$ cat src/rtl/iir_biquad_cascade.sv
// iir_biquad_cascade: NSEC direct-form-I biquads sharing one MAC, valid/ready on both ends.
// Define IIR_SAT_EN to clamp each section result; otherwise results wrap to DW bits.
module iir_biquad_cascade #(
   parameter int DW = 16,
   parameter int CW = 16,
   parameter int COEF_FRAC = 14,
   parameter int NSEC = 2
)(
   input  logic                        clk,
   input  logic                        rst,
   input  logic                        in_valid,
   output logic                        in_ready,
   input  logic [DW-1:0]               in_data,
   output logic                        out_valid,
   input  logic                        out_ready,
   output logic [DW-1:0]               out_data,
   input  logic                        coef_we,
   input  logic [$clog2(5*NSEC)-1:0]   coef_addr,
   input  logic [CW-1:0]               coef_wdata
);
   localparam int NT = 5 * NSEC;
   localparam int AW = $clog2(NT);
   localparam int SW = NSEC > 1 ? $clog2(NSEC) : 1;
   localparam int ACCW = DW + CW + 4;
   localparam logic [AW-1:0] NTA = AW'(NT);
   localparam logic signed [CW-1:0] ONE = CW'(1 << COEF_FRAC);
   typedef enum logic [1:0] {IDLE, MAC, DONE} state_t;
   state_t state, state_n;
   logic signed [CW-1:0] coef [NT];
   logic signed [DW-1:0] x1 [NSEC];
   logic signed [DW-1:0] x2 [NSEC];
   logic signed [DW-1:0] y1 [NSEC];
   logic signed [DW-1:0] y2 [NSEC];
   logic signed [DW-1:0] cur, opnd, y;
   logic signed [ACCW-1:0] acc, prod, acc_n;
   logic [AW-1:0] idx, pend_a;
   logic [2:0] tap;
   logic [SW-1:0] sec;
   logic last_sec, pend_v;
   logic signed [CW-1:0] pend_d;
   assign last_sec = sec == SW'(NSEC - 1);
   assign in_ready = state == IDLE && !rst;
   assign out_valid = state == DONE;
   always_comb begin
      opnd = tap == 3'd0 ? cur : tap == 3'd1 ? x1[sec] : tap == 3'd2 ? x2[sec] :
             tap == 3'd3 ? y1[sec] : y2[sec];
      prod = ACCW'(coef[idx]) * ACCW'(opnd);
      acc_n = tap >= 3'd3 ? acc - prod : acc + prod;
`ifdef IIR_SAT_EN
      y = (acc_n >>> COEF_FRAC) > ACCW'(2 ** (DW - 1) - 1) ? DW'(2 ** (DW - 1) - 1) :
          (acc_n >>> COEF_FRAC) < -ACCW'(2 ** (DW - 1)) ? DW'(2 ** (DW - 1)) :
          DW'(acc_n >>> COEF_FRAC);
`else
      y = DW'(acc_n >>> COEF_FRAC);
`endif
   end
   always_comb begin
      state_n = state;
      case (state)
         IDLE:    state_n = in_valid ? MAC : IDLE;
         MAC:     state_n = (tap == 3'd4 && last_sec) ? DONE : MAC;
         DONE:    state_n = out_ready ? IDLE : DONE;
         default: state_n = IDLE;
      endcase
   end
   always_ff @(posedge clk) state <= rst ? IDLE : state_n;
   always_ff @(posedge clk) begin
      if (rst) begin
         for (int i = 0; i < NT; i++) coef[i] <= (i % 5 == 0) ? ONE : '0;
         for (int i = 0; i < NSEC; i++) begin
            x1[i] <= '0;
            x2[i] <= '0;
            y1[i] <= '0;
            y2[i] <= '0;
         end
         cur <= '0;
         acc <= '0;
         idx <= '0;
         tap <= '0;
         sec <= '0;
         out_data <= '0;
         pend_v <= 1'b0;
         pend_a <= '0;
         pend_d <= '0;
      end else begin
         case (state)
            IDLE: begin
               // a write coinciding with a handshake is parked so this sample sees old coefficients
               if (coef_we && coef_addr < NTA) begin
                  if (in_valid) begin
                     pend_v <= 1'b1;
                     pend_a <= coef_addr;
                     pend_d <= coef_wdata;
                  end else coef[coef_addr] <= coef_wdata;
               end
               if (in_valid) begin
                  cur <= in_data;
                  acc <= '0;
                  idx <= '0;
                  tap <= '0;
                  sec <= '0;
               end
            end
            MAC: begin
               idx <= idx + 1'b1;
               if (tap == 3'd4) begin
                  tap <= '0;
                  sec <= sec + 1'b1;
                  acc <= '0;
                  cur <= y;
                  x2[sec] <= x1[sec];
                  x1[sec] <= cur;
                  y2[sec] <= y1[sec];
                  y1[sec] <= y;
                  if (last_sec) out_data <= y;
               end else begin
                  tap <= tap + 3'd1;
                  acc <= acc_n;
               end
            end
            DONE: begin
               if (out_ready && pend_v) begin
                  coef[pend_a] <= pend_d;
                  pend_v <= 1'b0;
               end
            end
            default: ;
         endcase
      end
   end
endmodule

$ cat config.mk
export PLATFORM = sky130hd
export DESIGN_NAME = iir_biquad_cascade
export DESIGN_NICKNAME = d
export VERILOG_FILES = /design/src/rtl/iir_biquad_cascade.sv
export SDC_FILE = /design/constraint.sdc
export NUM_CORES = 2
export LEC_CHECK = 0
export ABC_AREA = 0
export CORE_MARGIN = 2
export CORE_UTILIZATION = 35
export CTS_CLUSTER_DIAMETER = 30
export DETAILED_ROUTE_END_ITERATION = 8
export PLACE_DENSITY = 0.52
export SYNTH_ARGS = -nofsm -noshare
export SYNTH_HDL_FRONTEND = slang
export SYNTH_SLANG_ARGS = --single-unit
$ cat constraint.sdc
create_clock -name clk -period 24.5 [get_ports clk]
set_input_delay 2.45 -clock clk [delete_from_list [all_inputs] [get_ports clk]]
set_output_delay 2.45 -clock clk [all_outputs]
set_load 0.005 [all_outputs]
==> flow_results.org <==
** Detailed routing
- Once detail routing completed, the nets flagged for antenna violations numbered 0.
- The routed layout has 22130 vias.
- The pre-antenna-repair detailed-routing pass consisted of 5 iterations.
- Wirelength per Cell :: 21.33 um
- After detailed routing, the total wire length is 91170 um.
- Dividing the detail-routed via count by the number of cells gives 5.179.
- Drt drc :: 0
- For this block, the initial DRC count from the detailed router was 1602.

** Yosys
- After synthesis, the mean cell area works out to 10.87 um^2.
- Number of instances in the synthesized netlist :: 2956
- Among all flip-flop cells after synthesis, the most frequent one is sky130_fd_sc_hd__edfxtp_1.
- For this run, the number of Yosys warnings is 0.
- Area of the mapped netlist :: 32140 um^2
- Of all flip-flops after synthesis, the portion carrying an async set or reset was 0.
- Yosys mapped the design onto 78 distinct sky130hd cell types.
- Sequential-to-total area share from yosys stat :: 0.4198
- Net count after synthesis :: 3361
- Top-area cell type share of the netlist area :: 0.3588
- Cell types with the largest area share after synthesis :: sky130_fd_sc_hd__edfxtp_1, sky130_fd_sc_hd__fa_1, sky130_fd_sc_hd__dfxtp_1
- EDFF count, synth :: 384
- Synthesis inferred 482 register bits.
- Largest area contributor in the netlist :: sky130_fd_sc_hd__edfxtp_1

** GRT
- GRT Max-Usage Layer :: met2
- For met3 alone, demand over resource in global routing was 0.03467.
- The first global-routing pass estimated 140700 um of wire.
- GR Layer Usage met1 :: 0.2515
- Maximum number of pins on one net before global-route repair :: 65
- Summed over all layers, the global routing overflow is 0.
- Across every metal layer, demand over resource in global routing totals 0.1977.
- Global routing met2 resource utilization :: 0.3371
- Via count of the first global-routing pass :: 23530
- Antenna violations before repair :: 1

** Timing
- Setup repair after global routing left no endpoint under its margin.
- The final number of hold-violating endpoints is 0.
- Share of the clock period used by the worst path after layout :: 0.4902
- Setup total negative slack on the finished layout was measured at 0 ns.
- Setup clock skew after layout :: 0.06681 ns
- Pins over their slew limit :: 0
- Worst slew margin relative to its limit :: 0.2205
- Peak clock frequency supported by timing :: 83.27 MHz
- Crit path time final :: 12.01 ns
- At the pin with the least slew margin, the transition time is 1.169 ns.
- Setup violations remaining at the end of the flow were counted as 0.

** Cells and area
- Number of nets at the end of the flow :: 3415
- Once layout is done, the placed cells without fillers occupy 37320 um^2.
- Fill cells :: 8762
- Growth of design area from synthesis to finish :: 16.13%
- The count of cells in the finished layout, fillers not included, comes to 4274.
- In the final layout, the share of cells above drive strength 1 is 0.1147.

** Worst setup path
- The worst register-to-register path ends at y1[1][15].
- For the worst flop-to-flop path, the logic depth is 39.
- By startpoint and endpoint, the worst setup path is classified as reg2reg.
- The critical path ends at y1[1][15].
- The largest single stage delay on the critical path is 0.74 ns.
- Required time of the critical path :: 24.88 ns
- In this run the worst path has a maximum fanout of 44.
- Cell at the slowest stage of the critical path :: sky130_fd_sc_hd__dfxtp_4
- Startpoint type of the worst setup path :: flip-flop
- Endpoint arrival time on the critical path :: 12.39 ns
- The setup check on the worst reg-to-reg path leaves a slack of 12.49 ns.
- Most repeated library cell on the critical path :: sky130_fd_sc_hd__fa_1
- Critical Path Sink Type :: flip-flop

** Floorplanning
- Die width :: 307.0 um
- Core footprint :: 91390 um^2
- In this run the vertical extent of the chip is 307.0 um.
- 59 I/O pins were placed.
- The initial utilization of the core area, before any placement, comes to 0.3517.
- The die covers 94260 um^2.
- Row generation in the floorplan step produced 111 rows.

** Clocking
- The later pin in the worst-skew pair is clocked with a latency of 0.67 ns.
- Worst-path clk slew :: 0.05 ns
- The H-tree was split into 3 levels.
- Number of setup buffers added after CTS :: 0
- In this run, CTS created clock tree buffers numbering 91.
- CTS placed an instance of sky130_fd_sc_hd__clkbuf_16 at the clock tree root.
- The longest clock path from root to sink contains 3 buffers.
- The number of hold buffers added after CTS was 0.
- After clock tree synthesis, the repair step resized 0 gates.
- Clock tree from TritonCTS :: done
- Clock tree sinks :: 482

** Placement
- Area of placed instances :: 34110 um^2
- The congestion estimate from routability-driven global placement came to 0.8697.
- # port buffers :: 58
- HPWL reported at the end of detailed placement :: 62860 um
- Placed insts :: 4103

** Run status
- The run finished with clean final reports.

** Min path
- Hold WC Path Type :: reg2reg
- In this run the most critical hold path is launched from out_data[9].

** Run
- Count of maximum capacitance violations :: 0
-- layer usage --
| metal | vias up | wire length [um] |
|---|---|---|
| met2 | 610 | 44980 |
| met3 | 164 | 4794 |
| met5 | - | 0 |
| li1 | 10130 | - |
| met4 | 0 | 3264 |
| met1 | 11230 | 38130 |
-- synth_stat cells (all sizes together) (62+ instances only) --
library cell,number
nor2,394
fa,249
nor2b,99
mux4,77
clkbuf,127
inv,346
dfxtp,98
nand2,239
edfxtp,384
xnor2,63
o21ai,107
and2,62
ha,115
a21oi,126
-- kinds of logic after synthesis --
logic type / after synthesis / synth area share
flip-flops: 482 / 0.4198
AND/OR/NAND/NOR: 955 / 0.1365
multiplexers: 156 / 0.07946
AO/OA/AOI/OAI: 417 / 0.08242
XOR/XNOR: 84 / 0.02289
adder cells (fa/ha/maj): 364 / 0.1999
buffers and inverters: 498 / 0.05902
-- worst min path at each step --
stage / slack, ns / end / depth (start not counted)
after floorplan: 0.44 / pend_d[0] / 2
after global placement: 0.44 / out_data[9] / 1
after detailed placement: 0.44 / out_data[2] / 1
after CTS: 0.45 / out_data[9] / 1
after global routing: 0.48 / out_data[10] / 2
final: 0.45 / out_data[9] / 1
-- layout make-up --
cell class                 instances  area (um^2)  area share
inverter                         346         1299     0.03480
tap                             1186         1484     0.03976
clock buffer                     106         2354     0.06306
sequential                       482        13500      0.3617
clock inverter                    64        857.1     0.02296
multi-input combinational       1976        16840      0.4511
antenna                            1        2.502  0.00006705
timing repair buffer             113        988.4     0.02648
-- layout by cell type, fill, tap and decap left out, types with 56 or more instances in the layout --
master / netlist / final
sky130_fd_sc_hd__fa_1: 249 / 249
sky130_fd_sc_hd__nor2_1: 393 / 393
sky130_fd_sc_hd__dfxtp_1: 98 / 95
sky130_fd_sc_hd__mux4_2: 77 / 77
sky130_fd_sc_hd__ha_1: 115 / 115
sky130_fd_sc_hd__and2_1: 62 / 62
sky130_fd_sc_hd__inv_1: 346 / 345
sky130_fd_sc_hd__nand2_1: 239 / 238
sky130_fd_sc_hd__xnor2_1: 63 / 63
sky130_fd_sc_hd__a21oi_1: 126 / 124
sky130_fd_sc_hd__mux2i_1: 56 / 56
sky130_fd_sc_hd__edfxtp_1: 384 / 384
sky130_fd_sc_hd__clkbuf_16: 0 / 91
sky130_fd_sc_hd__nor2b_1: 99 / 95
sky130_fd_sc_hd__o21ai_0: 95 / 84
sky130_fd_sc_hd__clkdlybuf4s50_1: 0 / 57
-- registers in the layout, indices dropped and copies added, names as in the netlist, named ones only --
register,flops
y2,32
tap,3
last_sec,1
pend_a,4
x2,32
state,2
cur,16
pend_v,1
x1,32
pend_d,16
out_data,16
y1,32
idx,4
acc,30
coef,256
-- per-stage QoR --
stage	worst slack, ns	hold WS [ns]	util
floorplan	14.15	0.4368	-
global placement	12.71	0.4358	0.3733
detailed placement	12.58	0.4385	0.3733
CTS	12.53	0.4517	0.4084
global route	11.77	0.4770	0.4084
finish	12.49	0.4506	0.4084
-- worst max-delay path: cells and delay by family, from the launching register on --
family	cells	cell delay, ns
buffers and inverters	6	1.14
AO/OA/AOI/OAI	12	2.68
flip-flops	1	0.74
adder cells (fa/ha/maj)	8	3.69
XOR/XNOR	3	0.85
multiplexers	2	0.79
AND/OR/NAND/NOR	8	1.74
Power is not shown: default switching activity piles up to over one toggle a cycle in this logic, so the estimate is an artifact.
